File: src/rtl/uart_pkg.sv
// ---------------------------------------------------------------------------
// uart_pkg
// Shared definitions for the 16x-oversampled UART blocks (receiver now,
// transmitter later).
//   uart_rx_state_t : receiver frame state
//   UART_OVS        : clk cycles per bit time
//   UART_SMP_*      : ticks at which the line is sampled for the bit vote
//   UART_DATA_BITS  : character width
//   uart_maj3()     : 2-of-3 majority vote
// ---------------------------------------------------------------------------
package uart_pkg;

    typedef enum logic [2:0] {
        UART_ST_IDLE,
        UART_ST_START,
        UART_ST_DATA,
        UART_ST_PARITY,
        UART_ST_STOP,
        UART_ST_BREAK
    } uart_rx_state_t;

    localparam int UART_OVS       = 16;
    localparam int UART_SMP_LO    = 7;
    localparam int UART_SMP_MID   = 8;
    localparam int UART_SMP_HI    = 9;
    localparam int UART_DATA_BITS = 8;

    function automatic logic uart_maj3(input logic a, input logic b, input logic c);
        return (a & b) | (a & c) | (b & c);
    endfunction

endpackage

File: src/rtl/sync_2ff.sv
// ---------------------------------------------------------------------------
// sync_2ff
// Generic two-flop synchronizer for bringing asynchronous levels into the
// clk domain. Each bit is synchronized independently (no bus coherency).
//   clk    : destination clock
//   rst_n  : asynchronous active-low reset; both stages load RST_VAL
//   d      : asynchronous input
//   q      : synchronized output, two clk edges after d
// ---------------------------------------------------------------------------
module sync_2ff #(
    parameter int               WIDTH   = 1,
    parameter logic [WIDTH-1:0] RST_VAL = '0
) (
    input  logic             clk,
    input  logic             rst_n,
    input  logic [WIDTH-1:0] d,
    output logic [WIDTH-1:0] q
);

    logic [WIDTH-1:0] meta_reg;
    logic [WIDTH-1:0] sync_reg;

    genvar gi;
    generate
        for (gi = 0; gi < WIDTH; gi++) begin : g_bit
            always_ff @(posedge clk or negedge rst_n) begin
                if (!rst_n) begin
                    meta_reg[gi] <= RST_VAL[gi];
                    sync_reg[gi] <= RST_VAL[gi];
                end else begin
                    meta_reg[gi] <= d[gi];
                    sync_reg[gi] <= meta_reg[gi];
                end
            end
        end
    endgenerate

    assign q = sync_reg;

endmodule

File: src/rtl/uart_rx_16x.sv
// ---------------------------------------------------------------------------
// uart_rx_16x
// 16x-oversampling UART receiver: 1 start, 8 data (LSB first), optional
// parity, 1 stop bit. Received characters go into a one-entry holding
// register with per-character error flags and a valid/ack handshake.
//   clk            : 16x bit-rate clock
//   rst_n          : asynchronous active-low reset
//   rxd            : serial input (asynchronous, idle high)
//   rx_data        : buffered character
//   rx_valid       : rx_data and error flags are valid (level)
//   rx_ack         : consumer takes the character (honoured while rx_valid)
//   rx_parity_err  : parity mismatch on the buffered character
//   rx_frame_err   : stop bit sampled low on the buffered character
//   rx_overrun     : sticky, a character was dropped because the buffer was full
//   rx_busy        : frame reception (or break wait) in progress
// ---------------------------------------------------------------------------
module uart_rx_16x
    import uart_pkg::*;
#(
    parameter bit PARITY_EN  = 1'b1,
    parameter bit PARITY_ODD = 1'b0
) (
    input  logic                      clk,
    input  logic                      rst_n,
    input  logic                      rxd,
    output logic [UART_DATA_BITS-1:0] rx_data,
    output logic                      rx_valid,
    input  logic                      rx_ack,
    output logic                      rx_parity_err,
    output logic                      rx_frame_err,
    output logic                      rx_overrun,
    output logic                      rx_busy
);

    localparam int            TICK_W   = $clog2(UART_OVS);
    localparam int            IDX_W    = $clog2(UART_DATA_BITS);
    localparam [TICK_W-1:0]   TICK_LO  = TICK_W'(UART_SMP_LO);
    localparam [TICK_W-1:0]   TICK_MID = TICK_W'(UART_SMP_MID);
    localparam [TICK_W-1:0]   TICK_HI  = TICK_W'(UART_SMP_HI);
    localparam [TICK_W-1:0]   TICK_END = TICK_W'(UART_OVS - 1);
    localparam [IDX_W-1:0]    IDX_LAST = IDX_W'(UART_DATA_BITS - 1);

    // ---------------- input synchronizer (idle level 1) ----------------
    logic rxs;

    sync_2ff #(
        .WIDTH   (1),
        .RST_VAL (1'b1)
    ) u_rxd_sync (
        .clk   (clk),
        .rst_n (rst_n),
        .d     (rxd),
        .q     (rxs)
    );

    // ---------------- frame FSM state ----------------
    uart_rx_state_t              state_reg;
    logic [TICK_W-1:0]           tick_reg;
    logic [IDX_W-1:0]            bit_idx_reg;
    logic [UART_DATA_BITS-1:0]   shift_reg;
    logic                        smp_lo_reg;
    logic                        smp_mid_reg;
    logic                        par_err_pend_reg;

    // ---------------- holding register ----------------
    logic [UART_DATA_BITS-1:0]   data_reg;
    logic                        valid_reg;
    logic                        par_err_reg;
    logic                        frame_err_reg;
    logic                        overrun_reg;

    // Bit vote: the two earlier samples plus the live sample at tick 9.
    logic bit_maj;
    logic exp_parity;
    logic frame_done;
    logic load_char;
    logic drop_char;

    assign bit_maj    = uart_maj3(smp_lo_reg, smp_mid_reg, rxs);
    assign exp_parity = (^shift_reg) ^ PARITY_ODD;

    // The frame completes mid-stop-bit so the following start edge,
    // which may arrive as early as the end of the stop bit, is not missed.
    assign frame_done = (state_reg == UART_ST_STOP) && (tick_reg == TICK_HI);
    assign load_char  = frame_done && (!valid_reg || rx_ack);
    assign drop_char  = frame_done && valid_reg && !rx_ack;

    always_ff @(posedge clk or negedge rst_n) begin
        if (!rst_n) begin
            state_reg        <= UART_ST_IDLE;
            tick_reg         <= '0;
            bit_idx_reg      <= '0;
            shift_reg        <= '0;
            smp_lo_reg       <= 1'b1;
            smp_mid_reg      <= 1'b1;
            par_err_pend_reg <= 1'b0;
        end else begin
            if (tick_reg == TICK_LO)  smp_lo_reg  <= rxs;
            if (tick_reg == TICK_MID) smp_mid_reg <= rxs;

            case (state_reg)
                UART_ST_IDLE: begin
                    tick_reg <= '0;
                    if (!rxs) begin
                        state_reg        <= UART_ST_START;
                        bit_idx_reg      <= '0;
                        par_err_pend_reg <= 1'b0;
                    end
                end

                UART_ST_START: begin
                    tick_reg <= tick_reg + 1'b1;
                    if (tick_reg == TICK_HI && bit_maj) begin
                        // Start bit did not hold low: treat as a glitch.
                        state_reg <= UART_ST_IDLE;
                    end else if (tick_reg == TICK_END) begin
                        state_reg <= UART_ST_DATA;
                    end
                end

                UART_ST_DATA: begin
                    tick_reg <= tick_reg + 1'b1;
                    if (tick_reg == TICK_HI) begin
                        shift_reg <= {bit_maj, shift_reg[UART_DATA_BITS-1:1]};
                    end
                    if (tick_reg == TICK_END) begin
                        if (bit_idx_reg == IDX_LAST) begin
                            state_reg <= PARITY_EN ? UART_ST_PARITY : UART_ST_STOP;
                        end else begin
                            bit_idx_reg <= bit_idx_reg + 1'b1;
                        end
                    end
                end

                UART_ST_PARITY: begin
                    tick_reg <= tick_reg + 1'b1;
                    if (tick_reg == TICK_HI && bit_maj != exp_parity) begin
                        par_err_pend_reg <= 1'b1;
                    end
                    if (tick_reg == TICK_END) begin
                        state_reg <= UART_ST_STOP;
                    end
                end

                UART_ST_STOP: begin
                    tick_reg <= tick_reg + 1'b1;
                    if (tick_reg == TICK_HI) begin
                        tick_reg  <= '0;
                        // A low stop bit may be the start of a line break;
                        // hold off start detection until the line goes high.
                        state_reg <= bit_maj ? UART_ST_IDLE : UART_ST_BREAK;
                    end
                end

                UART_ST_BREAK: begin
                    tick_reg <= '0;
                    if (rxs) state_reg <= UART_ST_IDLE;
                end

                default: begin
                    tick_reg  <= '0;
                    state_reg <= UART_ST_IDLE;
                end
            endcase
        end
    end

    // Holding register and handshake. A load takes priority over an ack
    // that lands in the same cycle (the ack consumes the old character).
    always_ff @(posedge clk or negedge rst_n) begin
        if (!rst_n) begin
            data_reg      <= '0;
            valid_reg     <= 1'b0;
            par_err_reg   <= 1'b0;
            frame_err_reg <= 1'b0;
            overrun_reg   <= 1'b0;
        end else begin
            if (load_char) begin
                data_reg      <= shift_reg;
                valid_reg     <= 1'b1;
                par_err_reg   <= par_err_pend_reg;
                frame_err_reg <= !bit_maj;
            end else if (valid_reg && rx_ack) begin
                valid_reg     <= 1'b0;
                par_err_reg   <= 1'b0;
                frame_err_reg <= 1'b0;
            end

            if (drop_char) begin
                overrun_reg <= 1'b1;
            end else if (valid_reg && rx_ack) begin
                overrun_reg <= 1'b0;
            end
        end
    end

    assign rx_data       = data_reg;
    assign rx_valid      = valid_reg;
    assign rx_parity_err = par_err_reg;
    assign rx_frame_err  = frame_err_reg;
    assign rx_overrun    = overrun_reg;
    assign rx_busy       = (state_reg != UART_ST_IDLE);

endmodule

File: config.mk
export PLATFORM = sky130hd
export DESIGN_NAME = uart_rx_16x
export DESIGN_NICKNAME = d
export VERILOG_FILES = /design/src/rtl/uart_pkg.sv /design/src/rtl/sync_2ff.sv /design/src/rtl/uart_rx_16x.sv
export SDC_FILE = /design/constraint.sdc
export NUM_CORES = 1
export LEC_CHECK = 0
export CAP_MARGIN = 20
export CORE_AREA = 5 5 65 61
export DETAILED_ROUTE_END_ITERATION = 8
export DIE_AREA = 0 0 70 66
export GPL_TIMING_DRIVEN = 1
export PLACE_DENSITY = 0.76
export SETUP_SLACK_MARGIN = 0.15
export SYNTH_ARGS = -nofsm -noshare
export SYNTH_HDL_FRONTEND = slang
export SYNTH_SLANG_ARGS = --single-unit
File: constraint.sdc
create_clock -name clk -period 2.3 [get_ports clk]
set_input_delay 0.575 -clock clk [delete_from_list [all_inputs] [get_ports clk]]
set_output_delay 0.575 -clock clk [all_outputs]
set_load 0.01 [all_outputs]
Yosys cells after proc, flatten, opt, wreduce, memory -nomap -nowiden:

Index checks and enable logic that the tools add are counted.

* register bits after elaboration: 35
* output and inout port bits: 13
* word-level logic and storage cells: 88

* bitwise logic cells: 5
* equality and inequality tests: 20
* multiplexer cells: 24
* reductions and logical operators: 23
* $add $sub $neg: 2

Operators by type and width (count)
* two-way mux 3 bit: 12
* one-hot mux 3 bit (6 select lines): 1
* == test 4 bit (second input constant): 3
* inequality test 2 bit (second input constant): 6
* == test 3 bit (second input constant): 3
* one-hot mux 4 bit (2 select lines): 1
* nonzero test 2 bit: 4
* XOR reduction 8 bit: 1
* logical AND 1 bit: 7
* two-way mux 1 bit: 7
* AND reduction 7 bit: 1
* == test 3 x 2 -> 1 bit (second input constant): 2
* one-hot mux 3 bit (2 select lines): 1
* adder 4 x 1 -> 4 bit (second input constant): 1
* == test 4 x 3 -> 1 bit (second input constant): 1
* two-way mux 4 bit: 1
* inequality test 2 x 1 -> 1 bit (second input constant): 2
* AND reduction 4 bit: 1
* adder 3 x 1 -> 3 bit (second input constant): 1
* AND 1 bit: 3
* == test 3 x 1 -> 1 bit (second input constant): 1
* zero test 1 bit: 3
* zero test 3 bit: 1
* inequality test 3 bit (second input constant): 1
* 8 further kinds: 9

Depth between registers and ports, before layout:

Gate-level depths: netlist of run 1.

* word-level depth: 7
* depth in mapped cells: 8
* mapped depth without buffers: 6

Modules after synthesis:

A second synthesis of run 1 with hierarchy kept.

* cell total of the unflattened synthesis: 141
* area, all modules: 1701.6 µm²

By module, submodules not included
* uart_rx_16x: cells each 139, seq. area each 828.3 µm², area an instance 1649.1 µm², times used 1
* sync_2ff: cells each 2, seq. area each 52.6 µm², area an instance 52.6 µm², times used 1

Worst setup path after synthesis of run 1:

OpenSTA, ideal clock, no wires.

* kind: reg-to-reg
* start point: register tick_reg[0]
* end point: register data_reg[0], in the netlist rx_data[0]
* clock period less this slack: 1787 ps
* stages on the path, launching flop included: 8
* slack: 513 ps
* library setup time: 125 ps
* arrival time: 1662 ps
* cells stage by stage: dfrtp_1 -> ha_1 -> and3b_1 -> buf_6 -> and3_1 -> buf_2 -> nand2_2 -> mux2_2

* longest elaborated chain between the ends: 3

Ends and longest elaborated chain
* start: declaration: line uart_rx_16x.sv:58 `logic [TICK_W-1:0] tick_reg;`
* start signal: assignment: line uart_rx_16x.sv:112 `tick_reg <= tick_reg + 1'b1;`
* start signal: assignment: line uart_rx_16x.sv:122 `tick_reg <= tick_reg + 1'b1;`
* start signal: assignment: line uart_rx_16x.sv:136 `tick_reg <= tick_reg + 1'b1;`
* == test 4 bit: line uart_rx_16x.sv:84 `assign frame_done = (state_reg == UART_ST_STOP) && (tick_reg == TICK_HI);`
* logical AND 1 bit: line uart_rx_16x.sv:84
* logical AND 1 bit: line uart_rx_16x.sv:85 `assign load_char = frame_done && (!valid_reg || rx_ack);`
* end signal: assignment: line uart_rx_16x.sv:179 `data_reg <= shift_reg;`
* end: declaration: line uart_rx_16x.sv:66 `logic [UART_DATA_BITS-1:0] data_reg;`

Every way passes these cells.
A chain may end at the register's enable or synchronous reset.

Worst setup path after layout of run 1:

* start point: register state_reg[2]
* end point: output rx_busy

* longest elaborated chain between the ends: 1

Ends and longest elaborated chain
* start: declaration: line uart_rx_16x.sv:57 `uart_rx_state_t state_reg;`
* start signal: assignment: line uart_rx_16x.sv:128 `state_reg <= PARITY_EN ? UART_ST_PARITY : UART_ST_STOP;`
* start signal: assignment: line uart_rx_16x.sv:151 `state_reg <= bit_maj ? UART_ST_IDLE : UART_ST_BREAK;`
* nonzero test 3 bit: line uart_rx_16x.sv:202 `assign rx_busy = (state_reg != UART_ST_IDLE);`
* end: declaration: line uart_rx_16x.sv:32 `output logic rx_busy`

Every way passes these cells.

==> metrics.yaml, run 1 <==
worstSetupStartpointType: "flop"
setup_viol: 0
yosysUniqueCellTypes: 36
path_class: "reg -> out"
grt_pass1_wl_um: 5244
finalWorstSetupSlack_ps: 229.5
gp_congestion: 0.7808
path_clk_slew_ps: 100
min_period_ps: 2070
die_area_um2: 4620
slew_violations: 0
hold_viol_final: 0
die_x_um: 70
skew_ps: 9.162
cap_violations: 0
synth.net_count: 150
r2r_cells: 6
cts.path.max_buffers: 2
holdWs_ps: 361.8
cts_root_buf: "clkbuf_4"
r2r_slack_ps: 320
rows: 20
grt_use_total: 0.1469
synth_edf_count: 0
yosys_warnings: 0
grt_pass1_vias: 1165
ir_drop_mv: 0.3876
layout.nets: 172
drcViolationCount: 0
tightest_slew_ps: 438.8
cts_tree: "done"
wirelength_um: 3064
avgSynthCellArea_um2: 12.07
maxClockFrequency_mhz: 483.0
ys_seq_elements: 35
cp_data_required_time_ps: 1730
pwr_density_cell_nw_per_um2: 720.3
synthToLayoutAreaGrowth_pct: 16.69
grt_setup_unrepaired: "false"
io-pin-count: 17
place_ws_ps: 345.5
synth_cells: 141
cts_htree_levels: 2
r2r_end: "rx_data[3]$_DFFE_PN0N_"
worst-path-buf-inv: 1
drt_pre_antenna_iters: 4
maxSlewHeadroom: 0.7074
cpPeakStageDelay_ps: 480
post_dp_cell_area_um2: 1901
grt_overflow_total: 0
min_to: "u_rxd_sync.q$_DFF_PN1_"
port_buffers: 16
drtIter0Drc: 88
wl_per_cell_um: 14.73
via_per_inst: 5.442
ant_nets: 0
seq_area_frac_synth: 0.5176
crit_arrival_ps: 1500
worst_path_max_delay_cell: "clkdlybuf4s50_1"
reg2reg_from: "tick_reg[1]$_DFF_PN0_"
diodes: 0
dp_hpwl_um: 2155
start_util: 0.5231
clk_latency_ps: 350
worstHoldStart: "u_rxd_sync.meta_reg$_DFF_PN1_"
hold_path.class: "reg -> reg"
syn_area_um2: 1702
cts_buffers: 5
dr_total_vias: 1132
antenna_found_initial: 0
synthFlopType: "dfrtp_1"
p_leak_nw: 0.9191
holdPathStages: 0
clock_sink_count: 35
core_um2: 3253
crit_chain: "nor2_4, nand2_1, clkdlybuf4s50_1"
die_h_um: 66
synth-async-reset-ratio: 1.000
final_layout_size_suffix_gt1_frac: 0.2744
worst-path-max-fanout: 6
status: "finished clean"
setup_tns_ps: 0
worst_path_dominant_cell_family: "buffers and inverters"
grt_start_max_net_pins: 36
fin_crit_sh: 0.9002
end_kind: "output port"
final_area_um2: 1986
layer usage:
metal	up-vias	track usage	wire length (um)
met5	-	0	0
met1	553	0.1783	1396
met3	11	0.04559	150
met2	30	0.2335	1429
met4	0	0.08134	87
li1	538	-	-
how the worst max path moves through the flow:
stage / end / slack, ps / depth (start not counted) / start
2_1_floorplan: rx_data[0]$_DFFE_PN0N_ / 510 / 7 / tick_reg[0]$_DFF_PN0_
3_3_place_gp: rx_data[2]$_DFFE_PN0N_ / 390 / 6 / tick_reg[1]$_DFF_PN0_
3_5_place_dp: rx_data[3]$_DFFE_PN0N_ / 350 / 4 / rx_ack
4_1_cts: rx_busy / 170 / 3 / state_reg[0]$_DFFE_PN0P_
5_1_grt: rx_busy / 160 / 3 / state_reg[2]$_DFFE_PN0P_
6_report: rx_busy / 230 / 3 / state_reg[2]$_DFFE_PN0P_
metrics by stage:
stage,std cells,power (mW),utilization
global route,208,1.515,0.6104
CTS,207,1.419,0.6081
floorplan,141,0.9711,-
detailed placement,198,1.061,0.5842
finish,208,1.430,0.6104
global placement,198,1.041,0.5842
synthesized netlist by cell type (2+ instances only):
cell	instances	share of area
ha_1	5	0.037
dfstp_2	4	0.062
o21ai_0	6	0.018
and3_1	5	0.018
inv_1	5	0.011
nor3_1	2	0.0059
mux2i_1	3	0.018
nor2b_1	2	0.0074
xnor2_1	7	0.036
a21oi_1	5	0.015
nor2_1	9	0.020
mux2_2	20	0.13
dfrtp_1	31	0.46
nand2_1	8	0.018
nand2b_1	3	0.011
buf_2	4	0.012
nand3_1	3	0.0088
layout make-up:
class                   instances  area [um2]
fillers                       265        1267
flip-flops and latches         35       883.3
multi-input cells              96       778.2
repair buffers                 20       190.2
clock buffers                   7       55.05
well taps                      44       55.05
inverters                       5       18.77
clock inverters                 1       5.005
worst register-to-register path: cells and delay by family (launching register included):
| family | cells | cell delay [ps] |
|---|---|---|
| adder cells (fa/ha/maj) | 1 | 130 |
| buffers and inverters | 1 | 80 |
| flip-flops | 1 | 410 |
| multiplexers | 1 | 320 |
| AND/OR/NAND/NOR | 3 | 940 |
power breakdown:
part	leakage (nW)	internal [mW]	switching (mW)	total (mW)
Sequential	0.452	0.682	0.0522	0.734
Clock	0.0353	0.148	0.204	0.352
Combinational	0.432	0.162	0.183	0.345
cell families after synthesis:
group / share of synthesized area
AND/OR/NAND/NOR: 0.1279
flip-flops: 0.5176
multiplexers: 0.1500
AO/OA/AOI/OAI: 0.07794
buffers and inverters: 0.02941
XOR/XNOR: 0.05441
adder cells (fa/ha/maj): 0.04265
cell usage in the layout, fill, tap and decap left out, drive strengths merged, types with 5 or more instances in the layout:
master	n
clkbuf	7
clkdlybuf4s50	16
xnor2	7
nand2	9
nor2	9
inv	5
mux2	20
o21ai	6
and3	5
dfrtp	31
a21oi	5
ha	5
timing repair:
action,4_1_cts,5_1_grt
hold buffers,0,0
gates resized for setup,4,1
pin swaps,0,0
setup buffers,1,1
setup endpoints to repair,1,1
No activity file was read; power rests on OpenSTA's default activity.
==> run 2, diff against run 1 <==
CTS_CLUSTER_SIZE = 14   (was default)
SYNTH_HIERARCHICAL = 1   (was default)
==> metrics.yaml, run 2 <==
dp.cells: 198  # unchanged
synth_commonest_cells: "31 x dfrtp_1, 20 x mux2_2, 9 x nor2_1"
synth_cells: 141  # unchanged
maxSlewHeadroom: 0.6832  # -0.02423
cts_root_buf: "clkbuf_4"
die_area_um2: 4620  # unchanged
grt_setup_unrepaired: "false"
yosys_warnings: 6  # +6
grt_use_total: 0.1445  # -0.002400
grt_pass1_vias: 1130  # -3.0%
io-pin-count: 17  # unchanged
cts_buffers: 5  # unchanged
synth_area_leaders: "dfrtp_1 46%, mux2_2 13%, dfstp_2 6.2%"
wl_met3_um: 149  # -0.67%
cts_htree_levels: 2  # unchanged
multi_input_area_um2: 778.2  # unchanged
wl_per_cell_um: 14.18  # -3.7%
layout.nets: 174  # +1.2%
synthFlopType: "dfrtp_1"
seq_area_frac_synth: 0.5176  # unchanged
diodes: 0  # unchanged
synth_edf_count: 0  # unchanged
holdWs_ps: 361.1  # -0.7230 ps
path_class: "reg -> reg"
path_clk_slew_ps: 100  # about the same
skew_ps: 3.934  # -5.228 ps
ys_seq_elements: 35  # unchanged
yosysMostFrequentCell: "dfrtp_1"
power_mw: 1.457  # +1.9%
drtIter0Drc: 40  # -55%
met2_length_um: 1419  # -0.70%
end_kind: "flop"
start_util: 0.5231  # unchanged
hold_path.class: "reg -> reg"
port_buffers: 16  # unchanged
wirelength_um: 2978  # -2.8%
die_x_um: 70  # unchanged
power_frac_clock: 0.257  # +0.011
p_int_mw: 1.030  # +4.0%
synth-async-reset-ratio: 1.000  # unchanged
wl_met1_um: 1325  # -5.1%
status: "finished clean"
setup_viol: 0  # unchanged
drcViolationCount: 0  # unchanged
switchingPower_mw: 0.4270  # -2.7%
synth.net_count: 150  # unchanged
worstSetupStartpointType: "flop"
power_frac_comb: 0.236  # -0.005
crit_chain: "ha_1, and3_1, nor3b_1, o21ai_0, mux2_2"
drt_pre_antenna_iters: 4  # unchanged
layout_common_cells: "29 x dfrtp_1, 20 x mux2_2, 15 x clkdlybuf4s50_1"
worst-path-buf-inv: 0  # -1
pwr-share-seq: 0.507  # -0.006
p_leak_nw: 0.9414  # +2.4%
cts_hold_buf: 0  # unchanged
cts_tree: "done"
core_um2: 3253  # unchanged
place_ws_ps: 318.9  # -26.67 ps
final_area_um2: 2012  # +1.3%
routed.top_layer: "met4"
yosysTopAreaCellShare: 0.4559  # unchanged
tightest_slew_ps: 470.2  # +31.37 ps
fillers: 259  # -2.3%
fin_cells: 210  # +0.96%
fin_util: 0.6185  # +0.008077
rows: 20  # unchanged
ant_nets: 0  # unchanged
hold_viol_final: 0  # unchanged
cpPeakStageDelay_ps: 440  # -40 ps
post_dp_cell_area_um2: 1901  # unchanged
cap_violations: 0  # unchanged
maxClockFrequency_mhz: 505.9  # +4.7%
synthToLayoutAreaGrowth_pct: 18.24
netSwitchingFraction: 0.2930  # -0.01391
via_per_inst: 5.410  # -0.60%
clk_latency_ps: 330  # -20 ps
dr_total_vias: 1136  # +0.35%
cp_data_required_time_ps: 2520  # +790 ps
setup_tns_ps: 0  # unchanged
ir_drop_mv: 0.4184  # +8.0%
clock_sink_count: 35  # unchanged
cts.path.max_buffers: 2  # unchanged
avgSynthCellArea_um2: 12.07  # unchanged
final_layout_size_suffix_gt1_frac: 0.2771  # +0.002718
grt_pass1_wl_um: 5209  # -0.67%
grt_overflow_total: 0  # unchanged
yosysTopAreaCell: "dfrtp_1"
dp_hpwl_um: 2123  # -1.5%
crit_arrival_ps: 2200  # +700 ps
finalWorstSetupSlack_ps: 323.1  # +93.60 ps
worst_path_dominant_cell_family: "flip-flops"
yosysUniqueCellTypes: 36  # unchanged
min_period_ps: 1977  # -93.60 ps
fin_crit_sh: 0.8595  # -0.04069
gp_congestion: 0.8170  # +4.6%
syn_area_um2: 1702  # unchanged
ff_latch_area_um2: 883.3  # unchanged
layout_commonest_cell: "dfrtp_1"
pwr_density_cell_nw_per_um2: 724.4  # +0.58%
slew_violations: 0  # unchanged
antenna_found_initial: 0  # unchanged
worst_path_max_delay_cell: "dfrtp_1"
worst-path-max-fanout: 5  # -1
grt_start_max_net_pins: 36  # unchanged
die_h_um: 66  # unchanged
[run 2: cell counts after synthesis]
Identical to the previous run, type by type.
[run 2: what timing repair did]
item	CTS	global route
setup buffers	0	4
endpoints found under the setup margin	1	1
gates resized for setup	4	1
hold endpoints to repair	0	0
[run 2: path summary, 6_finish.rpt]
check,cells past startpoint,to,startpoint,slack [ps]
setup / recovery,5,bit_idx_reg[2]$_DFFE_PN0P_,tick_reg[0]$_DFF_PN0_,320
hold / removal,0,u_rxd_sync/q$_DFF_PN1_,u_rxd_sync/meta_reg$_DFF_PN1_,360
setup reg to reg,5,bit_idx_reg[2]$_DFFE_PN0P_,tick_reg[0]$_DFF_PN0_,320
hold reg to reg,0,u_rxd_sync/q$_DFF_PN1_,u_rxd_sync/meta_reg$_DFF_PN1_,360
max in group asynchronous,2,u_rxd_sync/meta_reg$_DFF_PN1_,rst_n,1310
min in group asynchronous,2,tick_reg[2]$_DFF_PN0_,rst_n,650
[run 2: power groups by stage]
stage / sequential (mW) / clock, mW / combinational (mW)
finish: 0.739 / 0.375 / 0.344
global route: 0.748 / 0.414 / 0.397
CTS: 0.746 / 0.389 / 0.310
detailed placement: 0.751 / 0 / 0.306
global placement: 0.745 / 0 / 0.292
floorplan: 0.721 / 0 / 0.250
[run 2: metal layers]
layer  vias up  GRT usage
li1        546          -
met1       549     0.1799
met2        32     0.2276
met3         9    0.04407
met4         0    0.07416
met5         -          0
[run 2: kinds of logic after synthesis]
logic type,synth area share
simple gates,0.1279
flops,0.5176
mux,0.1500
compound gates,0.07794
buf+inv,0.02941
xor+xnor,0.05441
fa+ha+maj,0.04265
[run 2: final cells by class]
type,instances,share of cell area
Timing Repair Buffer,22,0.1032
Clock buffer,8,0.03420
Multi-Input combinational cell,96,0.3868
Inverter,5,0.009328
Tap cell,44,0.02736
Sequential cell,35,0.4391
==> run 3, diff against run 2 <==
CORE_AREA = 5 5 85 79   (was 5 5 65 61)
DIE_AREA = 0 0 90 84   (was 0 0 70 66)
PLACE_DENSITY = default   (was 0.76)
clock period = 1.9 ns   (was 2.3 ns; I/O delays follow)
==> metrics.yaml, run 3 (synthesis results as in run 2) <==
status: "finished clean"
cpPeakStageDelay_ps: 500  # +60 ps
worst-path-buf-inv: 1  # +1
skew_ps: 11.28  # +7.344 ps
ir_drop_mv: 0.3237  # -23%
cts_htree_levels: 2  # unchanged
grt_pass1_wl_um: 5478  # +5.2%
fin_crit_sh: 0.8921  # +0.03255
cp_data_required_time_ps: 2100  # -420 ps
pwr_density_cell_nw_per_um2: 933.3  # +29%
drt_pre_antenna_iters: 4  # unchanged
die_area_um2: 7560  # +64%
grt_pass1_vias: 1143  # +1.2%
slew_violations: 0  # unchanged
min_period_ps: 1695  # -282.0 ps
hold_path.class: "reg -> reg"
crit_arrival_ps: 1900  # -300 ps
antenna_found_initial: 0  # unchanged
cts_root_buf: "clkbuf_8"
worst-path-max-fanout: 4  # -1
fin_cells: 245  # +17%
io-pin-count: 17  # unchanged
clk_latency_ps: 290  # -40 ps
ant_nets: 0  # unchanged
crit_chain: "inv_2, ha_4, and3b_2, a211oi_4, or4_4, o31ai_2"
cap_violations: 0  # unchanged
wl_per_cell_um: 12.71  # -10%
path_class: "reg -> reg"
dp.cells: 234  # +18%
end_kind: "flop"
min_to: "u_rxd_sync/q$_DFF_PN1_"
via_per_inst: 4.702  # -13%
hold_viol_final: 0  # unchanged
core_um2: 5844  # +80%
port_buffers: 16  # unchanged
layout_commonest_cell: "dfrtp_1"
clock_sink_count: 35  # unchanged
dr_total_vias: 1152  # +1.4%
setup_tns_ps: 0  # unchanged
reg2reg_from: "tick_reg[1]$_DFF_PN0_"
wirelength_um: 3115  # +4.6%
die_h_um: 84  # +27%
layout.nets: 181  # +4.0%
worstHoldStart: "u_rxd_sync/meta_reg$_DFF_PN1_"
worstSetupStartpointType: "flop"
start_util: 0.2912  # -0.2319
maxSlewHeadroom: 0.7132  # +0.02998
path_clk_slew_ps: 70  # -30 ps
r2r_end: "state_reg[2]$_DFFE_PN0P_"
grt_overflow_total: 0  # unchanged
worst_path_dominant_cell_family: "simple AND/OR/NAND/NOR gates"
rows: 27  # +35%
die_x_um: 90  # +29%
holdWs_ps: 357.1  # -4.015 ps
grt_setup_unrepaired: "true"
gp_congestion: 0.8276  # +1.3%
r2r_cells: 6  # +1
cts_tree: "done"
drtIter0Drc: 44  # +10%
diodes: 0  # unchanged
tightest_slew_ps: 424.7  # -45.55 ps
holdPathStages: 0  # unchanged
drcViolationCount: 0  # unchanged
worst_path_max_delay_cell: "or4_4"
p_leak_nw: 1.006  # +6.8%
layout_common_cells: "29 x dfrtp_1, 20 x mux2_2, 14 x clkdlybuf4s50_1"
dp_hpwl_um: 2136  # +0.64%
maxClockFrequency_mhz: 590.0  # +17%
grt_start_max_net_pins: 36  # unchanged
cts.path.max_buffers: 2  # unchanged
r2r_slack_ps: 210  # -120 ps
setup_viol: 0  # unchanged
final_layout_size_suffix_gt1_frac: 0.3757  # +0.09861
cts_buffers: 5  # unchanged
synthToLayoutAreaGrowth_pct: 29.63
grt_use_total: 0.08657  # -0.05789
run 3: changes by cell type in the layout (fill, tap and decap cells not counted), moves of 2 or more:
cell      previous run  this run
a21oi_1              5         3
and3_1               5         3
buf_4                6        10
inv_2                0         2
a21oi_2              0         2
buf_6                0         2
ha_1                 5         3
inv_1                5         3
clkbuf_8             2         5
clkbuf_4             5         0
and3_4               0         2
run 3: repair_timing:
action | 4_1_cts | 5_1_grt
setup buffers | 1 | 1
pin swaps | 1 | 1
hold buffers | 0 | 0
setup endpoints to repair | 16 | 18
gates cloned | 0 | 1
gates resized for setup | 6 | 16
run 3: cell type report:
class / count / area, um2
tap: 72 / 90.09
clock inverter: 3 / 43.79
timing repair buffer: 29 / 280.3
sequential: 35 / 883.3
multi-input combinational: 96 / 820.8
clock buffer: 5 / 68.82
fill: 567 / 3638
inverter: 5 / 18.77
run 3: report_power, final:
| part | switching [mW] | leakage [nW] | internal, mW | total [mW] |
|---|---|---|---|---|
| clock | 0.280 | 0.0581 | 0.391 | 0.670 |
| combinational | 0.252 | 0.496 | 0.250 | 0.502 |
| sequential | 0.0615 | 0.452 | 0.825 | 0.887 |
run 3: worst reg2reg max path, stage by stage (launching register included):
cell      delay [ps]
dfrtp_1          410
inv_2             90
ha_4             110
and3b_2          250
a211oi_4          80
or4_4            500
o31ai_2          180
run 3: how the worst max path moves through the flow:
stage | start | endpoint | slack [ps] | cells after the start
2_1_floorplan | tick_reg[0]$_DFF_PN0_ | rx_data[0]$_DFFE_PN0N_ | 150 | 7
3_3_place_gp | tick_reg[1]$_DFF_PN0_ | rx_data[3]$_DFFE_PN0N_ | 110 | 6
3_5_place_dp | tick_reg[1]$_DFF_PN0_ | rx_data[1]$_DFFE_PN0N_ | 60 | 6
4_1_cts | state_reg[2]$_DFFE_PN0P_ | rx_busy | 130 | 3
5_1_grt | tick_reg[1]$_DFF_PN0_ | state_reg[2]$_DFFE_PN0P_ | 140 | 6
6_report | tick_reg[1]$_DFF_PN0_ | state_reg[2]$_DFFE_PN0P_ | 210 | 6
run 3: stage by stage:
step           instance area, um2    util  power [mW]  setup WS (ps)
6_report                     2206  0.3774       2.059          205.1
5_1_grt                      2206  0.3774       2.182          137.6
4_1_cts                      2142  0.3665       2.035          127.2
3_5_place_dp                 2013  0.3445       1.352          63.76
3_3_place_gp                 2013  0.3445       1.344          107.5
2_1_floorplan                1707       -       1.176          152.8
run 3: metal layers:
| layer | track usage | part of all wire | up-vias |
|---|---|---|---|
| met5 | 0 | 0 | - |
| li1 | - | - | 558 |
| met4 | 0.03654 | 0.014 | 0 |
| met2 | 0.1217 | 0.44 | 19 |
| met1 | 0.1200 | 0.49 | 570 |
| met3 | 0.02976 | 0.049 | 5 |
